File: src/rtl/galivan_pkg.sv
`default_nettype none
// +----------------------------------------------------------------------------+
// | galivan_pkg                                                                |
// | Shared ioctl index constants and the upload-server state encoding.         |
// | Rev 1.0 - initial release                                                  |
// +----------------------------------------------------------------------------+
package galivan_pkg;

  localparam logic [7:0] UPLOAD_IDX_HISCORE = 8'd4;

  typedef enum logic [2:0] {
    S_IDLE = 3'd0,
    S_REQ  = 3'd1,
    S_LO   = 3'd2,
    S_HI   = 3'd3,
    S_DONE = 3'd4
  } upload_state_e;

endpackage
`default_nettype wire

File: src/rtl/ioctl_upload_server.sv
`default_nettype none
// +----------------------------------------------------------------------------+
// | ioctl_upload_server                                                        |
// | Serves HPS ioctl upload reads as two byte reads of an arbitrated RAM port. |
// | Rev 1.0 - initial release                                                  |
// +----------------------------------------------------------------------------+
module ioctl_upload_server
  import galivan_pkg::*;
#(
  parameter logic [7:0] UPLOAD_INDEX = UPLOAD_IDX_HISCORE,
  parameter int         AW           = 11,
  parameter int         SIZE_BYTES   = 2048,
  parameter int         RD_LAT       = 1
) (
  input  logic          clk_sys,
  input  logic          reset,
  input  logic          ioctl_upload,
  input  logic [7:0]    ioctl_index,
  input  logic          ioctl_rd,
  input  logic [26:0]   ioctl_addr,
  output logic [15:0]   ioctl_din,
  output logic          ioctl_wait,
  output logic          ram_req,
  input  logic          ram_gnt,
  output logic [AW-1:0] ram_addr,
  input  logic [7:0]    ram_dout,
  output logic          upload_done
);

  localparam logic [26:0]   c_size_full = 27'(SIZE_BYTES);
  localparam logic [AW:0]   c_size_ext  = (AW+1)'(SIZE_BYTES);
  localparam logic [1:0]    c_lat_m1    = 2'(RD_LAT - 1);

  upload_state_e r_state;
  logic [AW-1:0] r_a;
  logic [1:0]    r_cnt;
  logic [7:0]    r_lo;
  logic          r_skip;
  logic          r_active_d;

  logic          w_active;
  logic [26:0]   w_word_addr;
  logic          w_oor;
  logic          w_hi_oor;
  logic          w_busy;
  logic          w_unused_addr0;

  assign w_active       = ioctl_upload & (ioctl_index == UPLOAD_INDEX);
  assign w_word_addr    = {ioctl_addr[26:1], 1'b0};
  assign w_oor          = (w_word_addr >= c_size_full);
  assign w_hi_oor       = ({1'b0, r_a[AW-1:1], 1'b1} >= c_size_ext);
  assign w_unused_addr0 = ioctl_addr[0];

  // An out-of-range word keeps wait high through its DONE cycle.
  assign w_busy = (r_state == S_REQ) | (r_state == S_LO) | (r_state == S_HI) |
                  ((r_state == S_DONE) & r_skip);
  assign ioctl_wait = w_busy | ((r_state == S_IDLE) & ioctl_rd & w_active);

  always_ff @(posedge clk_sys) begin
    if (reset) begin
      r_state     <= S_IDLE;
      r_a         <= '0;
      r_cnt       <= '0;
      r_lo        <= '0;
      r_skip      <= 1'b0;
      r_active_d  <= 1'b0;
      ioctl_din   <= '0;
      ram_req     <= 1'b0;
      ram_addr    <= '0;
      upload_done <= 1'b0;
    end else begin
      r_active_d  <= w_active;
      upload_done <= r_active_d & ~w_active;

      if ((r_state != S_IDLE) && !w_active) begin
        r_state <= S_IDLE;
        ram_req <= 1'b0;
        r_skip  <= 1'b0;
      end else begin
        case (r_state)
          S_IDLE: begin
            if (ioctl_rd && w_active) begin
              r_a <= {ioctl_addr[AW-1:1], 1'b0};
              if (w_oor) begin
                ioctl_din <= 16'hFFFF;
                r_skip    <= 1'b1;
                r_state   <= S_DONE;
              end else begin
                r_skip  <= 1'b0;
                ram_req <= 1'b1;
                r_state <= S_REQ;
              end
            end
          end
          S_REQ: begin
            if (ram_gnt) begin
              ram_addr <= r_a;
              r_cnt    <= c_lat_m1;
              r_state  <= S_LO;
            end
          end
          S_LO: begin
            // ram_addr[0] tells whether A+1 has already been presented.
            if (!ram_gnt) begin
              r_state <= S_REQ;
            end else if (!ram_addr[0]) begin
              if (r_cnt == 2'd0) ram_addr <= {r_a[AW-1:1], 1'b1};
              else               r_cnt    <= r_cnt - 2'd1;
            end else begin
              r_lo    <= ram_dout;
              r_cnt   <= c_lat_m1;
              r_state <= S_HI;
            end
          end
          S_HI: begin
            if (!ram_gnt) begin
              r_state <= S_REQ;
            end else if (w_hi_oor || (r_cnt == 2'd0)) begin
              ioctl_din <= {(w_hi_oor ? 8'hFF : ram_dout), r_lo};
              ram_req   <= 1'b0;
              r_state   <= S_DONE;
            end else begin
              r_cnt <= r_cnt - 2'd1;
            end
          end
          S_DONE: begin
            r_skip  <= 1'b0;
            r_state <= S_IDLE;
          end
          default: begin
            ram_req <= 1'b0;
            r_state <= S_IDLE;
          end
        endcase
      end
    end
  end

endmodule
`default_nettype wire
File: config.mk
export PLATFORM = sky130hd
export DESIGN_NAME = ioctl_upload_server
export DESIGN_NICKNAME = d
export VERILOG_FILES = /design/src/rtl/galivan_pkg.sv /design/src/rtl/ioctl_upload_server.sv
export SDC_FILE = /design/constraint.sdc
export NUM_CORES = 1
export LEC_CHECK = 0
export CORE_AREA = 3 3 72 74
export DETAILED_ROUTE_END_ITERATION = 7
export DIE_AREA = 0 0 75 77
export PLACE_DENSITY = 0.83
export SYNTH_ARGS = -nofsm -noshare
export SYNTH_HDL_FRONTEND = slang
export SYNTH_SLANG_ARGS = --single-unit
export TNS_END_PERCENT = 50
File: constraint.sdc
create_clock -name clk_sys -period 5.4 [get_ports clk_sys]
set_input_delay 0.81 -clock clk_sys [delete_from_list [all_inputs] [get_ports clk_sys]]
set_output_delay 0.81 -clock clk_sys [all_outputs]
set_load 0.02 [all_outputs]
==> results of run 1 <==
==> Yosys cell counts, types with 2 or more instances <==
| master | n | area share |
|---|---|---|
| and3_1 | 3 | 0.0086 |
| nor2b_1 | 5 | 0.014 |
| nand4_1 | 2 | 0.0057 |
| buf_4 | 2 | 0.0068 |
| o21ai_0 | 16 | 0.036 |
| mux2i_1 | 18 | 0.082 |
| nor3_1 | 3 | 0.0068 |
| nand2_1 | 19 | 0.032 |
| a31oi_1 | 2 | 0.0057 |
| nand2b_1 | 3 | 0.0086 |
| dfxtp_1 | 54 | 0.49 |
| nor3b_1 | 2 | 0.0068 |
| clkbuf_1 | 9 | 0.015 |
| nor4_1 | 5 | 0.014 |
| nand3_1 | 11 | 0.025 |
| o221a_2 | 15 | 0.077 |
| nor2_1 | 24 | 0.041 |
| inv_1 | 3 | 0.0051 |
| a21oi_1 | 5 | 0.011 |
| buf_2 | 2 | 0.0046 |
==> metal layers <==
metal  track usage  vias up  part of all wire  wire length (um)
li1              -      967                 -                 -
met1         0.229      913              0.44              2200
met3        0.0328        7             0.048               240
met2         0.301       57              0.50              2510
met5             0        -                 0                 0
met4        0.0712        0             0.016                79
==> power groups by stage <==
stage / Combinational [mW] / Clock [mW] / Sequential [mW]
after CTS: 0.0493 / 0.253 / 0.398
after floorplan: 0.00993 / 0 / 0.408
final: 0.0490 / 0.246 / 0.398
after global routing: 0.0523 / 0.266 / 0.398
after detailed placement: 0.0490 / 0 / 0.408
after global placement: 0.0488 / 0 / 0.408
==> flip-flops by register name, indices dropped and copies added, names as in the netlist <==
| name | count |
|---|---|
| r_lo | 8 |
| ram_addr | 11 |
| upload_done | 1 |
| ioctl_din | 16 |
| r_active_d | 1 |
| r_a | 10 |
| r_state | 3 |
| r_skip | 1 |
| ram_req | 1 |
| r_cnt | 2 |
==> worst min-delay path by stage <==
| stage | endpoint | cells past startpoint | from | slack [ns] |
|---|---|---|---|---|
| floorplan | upload_done | 1 | r_active_d | 0.44 |
| CTS | upload_done | 1 | r_active_d | 0.47 |
| detailed placement | upload_done | 1 | r_active_d | 0.45 |
| global placement | upload_done | 1 | r_active_d | 0.44 |
| global route | ram_addr[8] | 2 | ram_addr[8] | 0.48 |
| finish | upload_done | 1 | r_active_d | 0.46 |
==> metrics by stage <==
step | instances | hold WS [ns] | power [mW] | cell area, um2
floorplan | 226 | 0.437 | 0.418 | 2190
global placement | 343 | 0.444 | 0.456 | 2960
detailed placement | 343 | 0.445 | 0.457 | 2960
CTS | 351 | 0.467 | 0.700 | 3070
global route | 351 | 0.484 | 0.717 | 3070
finish | 351 | 0.463 | 0.693 | 3070
==> cell type report <==
| class | count | area (um2) | share of cell area |
|---|---|---|---|
| Multi-Input combinational cell | 155 | 1030 | 0.337 |
| Inverter | 3 | 11.3 | 0.00367 |
| Sequential cell | 54 | 1080 | 0.353 |
| Tap cell | 54 | 67.6 | 0.0220 |
| Clock inverter | 1 | 8.76 | 0.00286 |
| Timing Repair Buffer | 77 | 768 | 0.251 |
| Clock buffer | 7 | 96.3 | 0.0314 |
==> cells by family after synthesis <==
family / after synthesis / share of synthesized area
and+or+nand+nor: 90 / 0.220
DFF: 54 / 0.493
AOI/OAI and AO/OA: 47 / 0.168
muxes: 18 / 0.0821
buffers and inverters: 17 / 0.0371
==> critical path, cell delays in order <==
cell	delay (ns)
clkdlybuf4s50_1	0.40
or4b_4	0.56
nor4_1	0.38
nor2_1	0.14
a21oi_1	0.14
clkdlybuf4s50_1	0.63
==> summary.txt, run 1 <==
Yosys
  • Post-Syn Nets: 274
  • Synth Register Bits: 54
  • Post-synth ARST share: 0
  • Post-Syn Instances: 226
  • Synthesized area per cell: 9.71 um2
  • Register area share after synthesis: 0.493
  • Post-Synthesis Cell Area: 2190 um2
  • Post-synth cell types: 43
  • Yosys Warn Count: 0
  • Post-synth top flop: dfxtp_1
  • EDFF count, synth: 0

GRT
  • All-Layer GR Usage: 0.182
  • First-pass GRT wire length: about 8.4 mm
  • Vias in the first global route: 1861
  • Antenna violations before repair: 0
  • Gr ovfl total: 0
  • Pin count of the biggest net entering global routing: 29

Timing
  • Slew margin rel.: 0.413
  • Max frequency: 0.258 GHz
  • Final hold violations: 0
  • Max Slew Vio Count: 0
  • Post-route setup slack: 1.53 ns
  • Setup_tns: 0 ns
  • RSZ-0062 raised after global routing: false
  • Crit share post-route: 0.717
  • Fin crit period: 3.87 ns
  • Worst-Margin Slew: about 0.88 ns
  • Worst Clk Skew: roughly 0.0047 ns
  • Final Setup Violations: 0

Placed design
  • Placer Congestion: 0.844
  • IO buf count: 76
  • Worst slack, placed: 1.52 ns
  • Detailed Place HPWL: 3.65 mm

Finish
  • Fill cell count: 403
  • Most common cell after layout, fill and taps aside: clkdlybuf4s50_1
  • ANT cells: 0
  • Area growth syn-to-layout: 39.7%
  • Layout cells sized above 1: 0.114
  • Final core occ: 0.658
  • Nets: roughly 340
  • Most frequent cells in the layout: clkdlybuf4s50_1, dfxtp_1, nor2_1

Floorplan
  • I/O pin count: 78
  • Chip Width: 75 um
  • Die Span Y: 77 um
  • Die area: 5780 um2
  • Row count: 25
  • Core area: 4660 um2
  • Starting Density: 0.471

Setup path
  • Crit Reg-Reg Startpoint: r_state[0]
  • Reg2reg end: ioctl_din[11]
  • Worst r2r path cells: 4
  • Setup crit start kind: primary input
  • CP max FO: 3
  • Worst Setup EP: ioctl_wait
  • WS Path Type: in2out
  • Crit path launch: ioctl_index[4]
  • CP endpoint kind: output pin
  • Flop2flop setup slack: 3.58 ns
  • WP data required: 4.59 ns
  • CP Data Arrival Time: ~3.1 ns

Clocking
  • CTS Buf Count: 5
  • CTS Root Cell: clkbuf_8
  • Worst-path clk slew: around 0.09 ns
  • CTS max path bufs: 2
  • CTS H-tree depth: 2
  • PostCTS Resize Cnt: 0
  • Hold-fix buffers, CTS: 0
  • Number of setup buffers added after CTS: 0
  • Clock latency on the worst-skew pair: about 0.3 ns
  • CTS tree: done
  • Clk sink count: 54

Route
  • DRT Pass-1 Iters: 4
  • WL final: 5.03 mm
  • Remaining antenna violation count: 0
  • Vias/cell: 5.54
  • DRT iter0 DRCs: 83
  • DR WL/cell: 14.3 um
  • Routed via count: 1944
  • Final routed DRC violation total: 0

Power and ir drop
  • Internal: 0.548 mW
  • Seq pwr share: 0.575
  • Worst vdd ir: 0.147 mV
  • Power Density: approximately 230 nW/um2
  • NetSw: 0.145 mW
  • Sw frac: 0.209
  • Standby leakage power: 1.06 nW
  • Clock power share: 0.355
  • Gate power share: 0.071

Run status
  • Status: finished clean

Run
  • Max-cap viol count: 0

Min path
  • Worst min path class: reg2reg
Note: power is estimated with default switching activity, not from simulation.
==> inputs of run 2 (changes only) <==
- CORE_AREA: 3 3 72 74 -> 3 3 79 81
- DIE_AREA: 0 0 75 77 -> 0 0 82 84
- PLACE_DENSITY: 0.83 -> 0.73
- clock period: 5.4 -> 3.2 ns (I/O delays scaled with it)
==> run 2 against run 1 <==
Non-clock buffer count rose by 3. Critical endpoint unchanged. Combinational power is 71% higher. Highest routed layer unchanged. Core utilization down 9.7 points. Critical path depth rose by 1. Worst hold slack got worse by 0.0031 ns. Setup slack worse by 1.1 ns. Sequential cell count unchanged. Clock power rose by 60%. Clock skew up 0.0049 ns. First-iteration DRC count shrank 8.4%. Largest cell class unchanged. Power rose by 66%.
==> summary.txt, run 2 (same netlist as run 1, synthesis figures left out) <==
Floorplan
  • Die area: 6890 um2 (+19%)
  • Core area: 5540 um2 (+19%)
  • Starting Density: 0.396 (-0.0748)
  • Die Span Y: 84 um (+9.1%)
  • Chip Width: 82 um (+9.3%)
  • Row count: 27 (+8.0%)
  • I/O pin count: 78 (unchanged)

Timing
  • Worst-Margin Slew: 0.703 ns (-0.175 ns)
  • Final Setup Violations: 0 (unchanged)
  • Max Slew Vio Count: 0 (unchanged)
  • Max frequency: 0.366 GHz
  • Slew margin rel.: 0.529 (+0.117)
  • Crit share post-route: 0.854
  • Fin crit period: about 2.7 ns
  • Worst Clk Skew: 0.00963 ns (+0.00491 ns)
  • Final hold violations: 0 (unchanged)
  • RSZ-0062 raised after global routing: false
  • Setup_tns: 0 ns (unchanged)

Route
  • DRT iter0 DRCs: 76 (-8.4%)
  • Final routed DRC violation total: 0 (unchanged)
  • DRT Pass-1 Iters: 4 (unchanged)
  • DR WL/cell: 13.8 um (-3.7%)
  • Routed via count: 1933 (-0.57%)
  • Vias/cell: 5.20 (-6.2%)
  • WL final: 5.14 mm (+2.1%)
  • Remaining antenna violation count: 0 (unchanged)

Setup path
  • CP endpoint kind: output pin
  • Max stage delay cell, worst path: or4b_4
  • Buf+Inv Stages, Crit Path: 3 (+1)
  • Setup crit start kind: primary input
  • Largest stage delay on the critical path: 0.56 ns (-0.07 ns)
  • WP data required: 2.72 ns (-1.87 ns)
  • Kind of cell adding the most delay to the critical path: simple AND/OR/NAND/NOR gates
  • Crit Reg-Reg Startpoint: r_state[0]
  • CP cell instances: clkdlybuf4s50_1 -> or4b_4 -> nor4_1 -> buf_4 -> nor2_1 -> a21oi_1 -> dlymetal6s2s_1
  • Crit path launch: ioctl_index[4]
  • CP Data Arrival Time: 2.25 ns (-0.81 ns)
  • WS Path Type: in2out
  • CP max FO: 3 (unchanged)
  • Flop2flop setup slack: 1.31 ns (-2.27 ns)

Power and ir drop
  • Internal: 0.906 mW (+65%)
  • Standby leakage power: 1.09 nW (+2.5%)
  • Pwr Total: 1.15 mW (+66%)
  • Gate power share: 0.073 (+0.002)
  • Seq pwr share: 0.584 (+0.009)
  • Sw frac: 0.213 (+0.00338)
  • NetSw: 0.245 mW (+69%)
  • Worst vdd ir: 0.223 mV (+52%)
  • Power Density: 370 nW/um2 (+64%)
  • Clock power share: 0.343 (-0.012)

Placed design
  • Detailed Place HPWL: 3.75 mm (+2.8%)
  • Placer Congestion: 0.878 (+4.0%)
  • IO buf count: 76 (unchanged)

Clocking
  • Worst-path clk slew: 0.10 ns (about the same)
  • Hold-fix buffers, CTS: 0 (unchanged)
  • Clk sink count: 54 (unchanged)
  • Number of setup buffers added after CTS: 0 (unchanged)
  • CTS H-tree depth: 2 (unchanged)
  • CTS Root Cell: clkbuf_8
  • CTS tree: done
  • Clock latency on the worst-skew pair: 0.30 ns (about the same)
  • CTS Buf Count: 5 (unchanged)
  • CTS max path bufs: 2 (unchanged)

GRT
  • Gr ovfl total: 0 (unchanged)
  • First-pass GRT wire length: 8.60 mm (+2.9%)
  • All-Layer GR Usage: 0.156 (-0.0261)
  • Pin count of the biggest net entering global routing: 25 (-14%)
  • Antenna violations before repair: 0 (unchanged)
  • Vias in the first global route: 1878 (+0.91%)

Run status
  • Status: finished clean

Finish
  • Fill cell count: 535 (+33%)
  • Area growth syn-to-layout: 41.6%
  • Nets: 347 (+0.87%)
  • Layout cells sized above 1: 0.123 (+0.00886)
  • Most common cell after layout, fill and taps aside: clkdlybuf4s50_1
  • Top Registers: ioctl_din x16, ram_addr x11, r_a x10
  • Largest reg by FF count: ioctl_din
  • ANT cells: 0 (unchanged)
  • Max reg flops: 16 (unchanged)
  • Most frequent cells in the layout: clkdlybuf4s50_1, dfxtp_1, nor2_1

Min path
  • Worst min path class: reg2reg
  • Min-delay src: ram_addr[4]

Run
  • Max-cap viol count: 0 (unchanged)
[run 2: changes by cell type in the layout (fill, tap and decap cells not counted)]
cell	previous run	this run
inv_6	0	1
clkinvlp_4	0	1
buf_4	1	4
dlymetal6s2s_1	0	1
clkdlybuf4s50_1	76	75
clkinv_4	1	0
clkbuf_8	7	6
[run 2: path summary, 6_finish.rpt]
check,endpoint,cells past startpoint
worst max-delay path,ioctl_wait,7
worst min-delay path,ram_addr[4],2
worst max register to register,ioctl_din[10],4
worst min register to register,ram_addr[4],2
[run 2: tightest hold or removal path, cell delays in order (launching register included)]
cell,delay (ns)
dfxtp_1,0.32
nand2_1,0.05
o21ai_0,0.06
[run 2: what timing repair did]
| item | CTS | global route |
|---|---|---|
| endpoints found under the setup margin | 0 | 1 |
| endpoints found under the hold margin | 0 | 0 |
| gates resized for setup | 0 | 1 |
[run 2: power groups by stage]
stage | Clock, mW | Sequential [mW] | Combinational [mW]
after floorplan | 0 | 0.688 | 0.0168
after global placement | 0 | 0.688 | 0.0841
after detailed placement | 0 | 0.688 | 0.0846
after CTS | 0.408 | 0.672 | 0.0851
after global routing | 0.435 | 0.672 | 0.0909
final | 0.394 | 0.672 | 0.0840
[run 2: final cells by class]
class	instances	area, um2	area share
Clock buffer	6	82.6	0.0266
Clock inverter	2	16.3	0.00524
Inverter	3	11.3	0.00362
Multi-Input combinational cell	155	1030	0.332
Sequential cell	54	1080	0.348
Tap cell	72	90.1	0.0290
Timing Repair Buffer	80	793	0.255
[run 2: through the flow]
step / worst slack [ns] / util / area (um2) / hold WS, ns / cells
2_1_floorplan: 0.939 / - / 2190 / 0.437 / 226
3_3_place_gp: 0.0661 / 0.542 / 3010 / 0.446 / 364
3_5_place_dp: 0.0809 / 0.542 / 3010 / 0.446 / 364
4_1_cts: 0.0584 / 0.560 / 3100 / 0.467 / 372
5_1_grt: 0.295 / 0.561 / 3110 / 0.472 / 372
6_report: 0.467 / 0.561 / 3110 / 0.460 / 372
[run 2: per-layer routing]
| metal | GRT usage | share of wire |
|---|---|---|
| met1 | 0.197 | 0.45 |
| met2 | 0.262 | 0.48 |
| met3 | 0.0410 | 0.066 |
| met4 | 0.0332 | 0.0051 |
| met5 | 0 | 0 |
==> inputs of run 3 (changes only) <==
- CORE_AREA: 3 3 79 81 -> 3 3 83 77
- DIE_AREA: 0 0 82 84 -> 0 0 86 80
- MAX_ROUTING_LAYER: not set -> met4
==> run 3 against run 2 <==
Combinational power up 0.7%. Critical endpoint unchanged. Largest cell class unchanged. Maximum frequency decreased by 5.8%. Sequential power about the same.
==> summary.txt, run 3 (same netlist as run 1, synthesis figures left out) <==
Run status
  • Status: finished clean

Clocking
  • CTS H-tree depth: 2 (unchanged)
  • Clock latency on the worst-skew pair: 0.30 ns (about the same)
  • Clk sink count: 54 (unchanged)
  • Worst-path clk slew: 0.09 ns (about the same)
  • CTS Buf Count: 5 (unchanged)
  • CTS Root Cell: clkbuf_8
  • CTS max path bufs: 2 (unchanged)
  • CTS tree: done
  • Number of setup buffers added after CTS: 0 (unchanged)

Floorplan
  • Core area: 5630 um2 (+1.6%)
  • Chip Width: 86 um (+4.9%)
  • Die area: 6880 um2 (-0.12%)
  • Die Span Y: 80 um (-4.8%)
  • Row count: 26 (-3.7%)
  • Starting Density: 0.390 (-0.00616)
  • I/O pin count: 78 (unchanged)

GRT
  • Gr ovfl total: 0 (unchanged)
  • Antenna violations before repair: 0 (unchanged)
  • Vias in the first global route: 1913 (+1.9%)
  • All-Layer GR Usage: 0.168 (+0.0121)
  • First-pass GRT wire length: 9.05 mm (+5.3%)
  • Pin count of the biggest net entering global routing: 21 (-16%)

Route
  • Final routed DRC violation total: 0 (unchanged)
  • Remaining antenna violation count: 0 (unchanged)
  • DR WL/cell: 14.2 um (+2.7%)
  • DRT iter0 DRCs: 55 (-28%)
  • WL final: 5.23 mm (+1.8%)
  • DRT Pass-1 Iters: 4 (unchanged)
  • Routed via count: 1925 (-0.41%)
  • Vias/cell: 5.22 (+0.40%)

Timing
  • Final hold violations: 0 (unchanged)
  • Worst-Margin Slew: 0.733 ns (+0.0296 ns)
  • Max frequency: 0.345 GHz (-5.8%)
  • Slew margin rel.: 0.510 (-0.0198)
  • Max Slew Vio Count: 0 (unchanged)
  • RSZ-0062 raised after global routing: false
  • Fin crit period: 2.90 ns (+0.167 ns)
  • Final Setup Violations: 0 (unchanged)
  • Crit share post-route: 0.906 (+0.0522)
  • Setup_tns: 0 ns (unchanged)
  • Worst Clk Skew: 0.00312 ns (-0.00652 ns)

Setup path
  • CP endpoint kind: output pin
  • WS Path Type: in2out
  • CP max FO: 3 (unchanged)
  • WP data required: 2.72 ns (about the same)
  • Setup crit start kind: primary input
  • CP Data Arrival Time: 2.42 ns (+0.17 ns)

Min path
  • Worst min path class: reg2reg

Power and ir drop
  • Worst vdd ir: 0.252 mV (+13%)
  • Power Density: 387 nW/um2 (+4.6%)
  • Standby leakage power: 1.07 nW (-1.2%)
  • Pwr Total: 1.20 mW (+4.4%)

Run
  • Max-cap viol count: 0 (unchanged)

Finish
  • Register area: 1080 um2 (unchanged)
  • Top Registers: ioctl_din x16, ram_addr x11, r_a x10
  • Area growth syn-to-layout: 41.3%
  • Max reg flops: 16 (unchanged)
  • Nets: 346 (-0.29%)
  • Most common cell after layout, fill and taps aside: clkdlybuf4s50_1
  • Most frequent cells in the layout: clkdlybuf4s50_1, dfxtp_1, nor2_1
  • Area of the multi-input gates: 1030 um2 (unchanged)
  • Largest reg by FF count: ioctl_din
  • Fill cell count: 516 (-3.6%)
  • ANT cells: 0 (unchanged)
  • Layout cells sized above 1: 0.114 (-0.00962)

Placed design
  • Placer Congestion: 0.807 (-8.0%)
  • IO buf count: 76 (unchanged)
  • Detailed Place HPWL: 3.80 mm (+1.3%)
==> run 3: report_power, final <==
| group | switching [mW] | total, mW | internal (mW) |
|---|---|---|---|
| sequential | 0.000222 | 0.672 | 0.672 |
| clock | 0.210 | 0.444 | 0.234 |
| combinational | 0.0295 | 0.0846 | 0.0551 |
==> run 3: worst paths after layout <==
path	from	endpoint	slack [ns]	cells after the start
setup reg to reg	r_state[0]	ioctl_din[9]	1.32	4
setup / recovery	ioctl_index[4]	ioctl_wait	0.30	7
hold reg to reg	ram_addr[1]	ram_addr[1]	0.46	2
hold / removal	ram_addr[1]	ram_addr[1]	0.46	2
==> run 3: area by class of cell <==
cell class,count,area share
clock buffer,7,0.0246
clock inverter,1,0.00969
sequential,54,0.349
multi-input combinational,155,0.333
inverter,3,0.00363
tap,70,0.0282
timing repair buffer,79,0.252
==> run 3: layer usage <==
layer	vias up	global-route usage	wire length, um
met2	42	0.273	2430
met1	902	0.212	2500
li1	972	-	-
met4	0	0.0459	64
met5	-	-	0
met3	9	0.0351	234
==> run 3: critical path: stages <==
cell and delay (ns):
clkdlybuf4s50_1 0.40, or4b_4 0.56, nor4_1 0.28, buf_4 0.17
nor2_1 0.06, a21oi_1 0.12, dlygate4sd2_1 0.35
==> run 3: repair_timing <==
action,4_1_cts,5_1_grt
hold buffers,0,0
setup endpoints to repair,1,0
gates resized for setup,1,0
==> run 3: metrics by stage <==
stage / util / hold WS (ns) / instances / setup slack (ns) / cell area, um2
floorplan: - / 0.437 / 226 / 0.939 / 2190
global placement: 0.532 / 0.445 / 361 / 0.0516 / 3000
CTS: 0.551 / 0.465 / 369 / 0.269 / 3100
global route: 0.551 / 0.491 / 369 / 0.116 / 3100
finish: 0.551 / 0.461 / 369 / 0.300 / 3100
detailed placement: 0.532 / 0.451 / 361 / 0.0112 / 3000
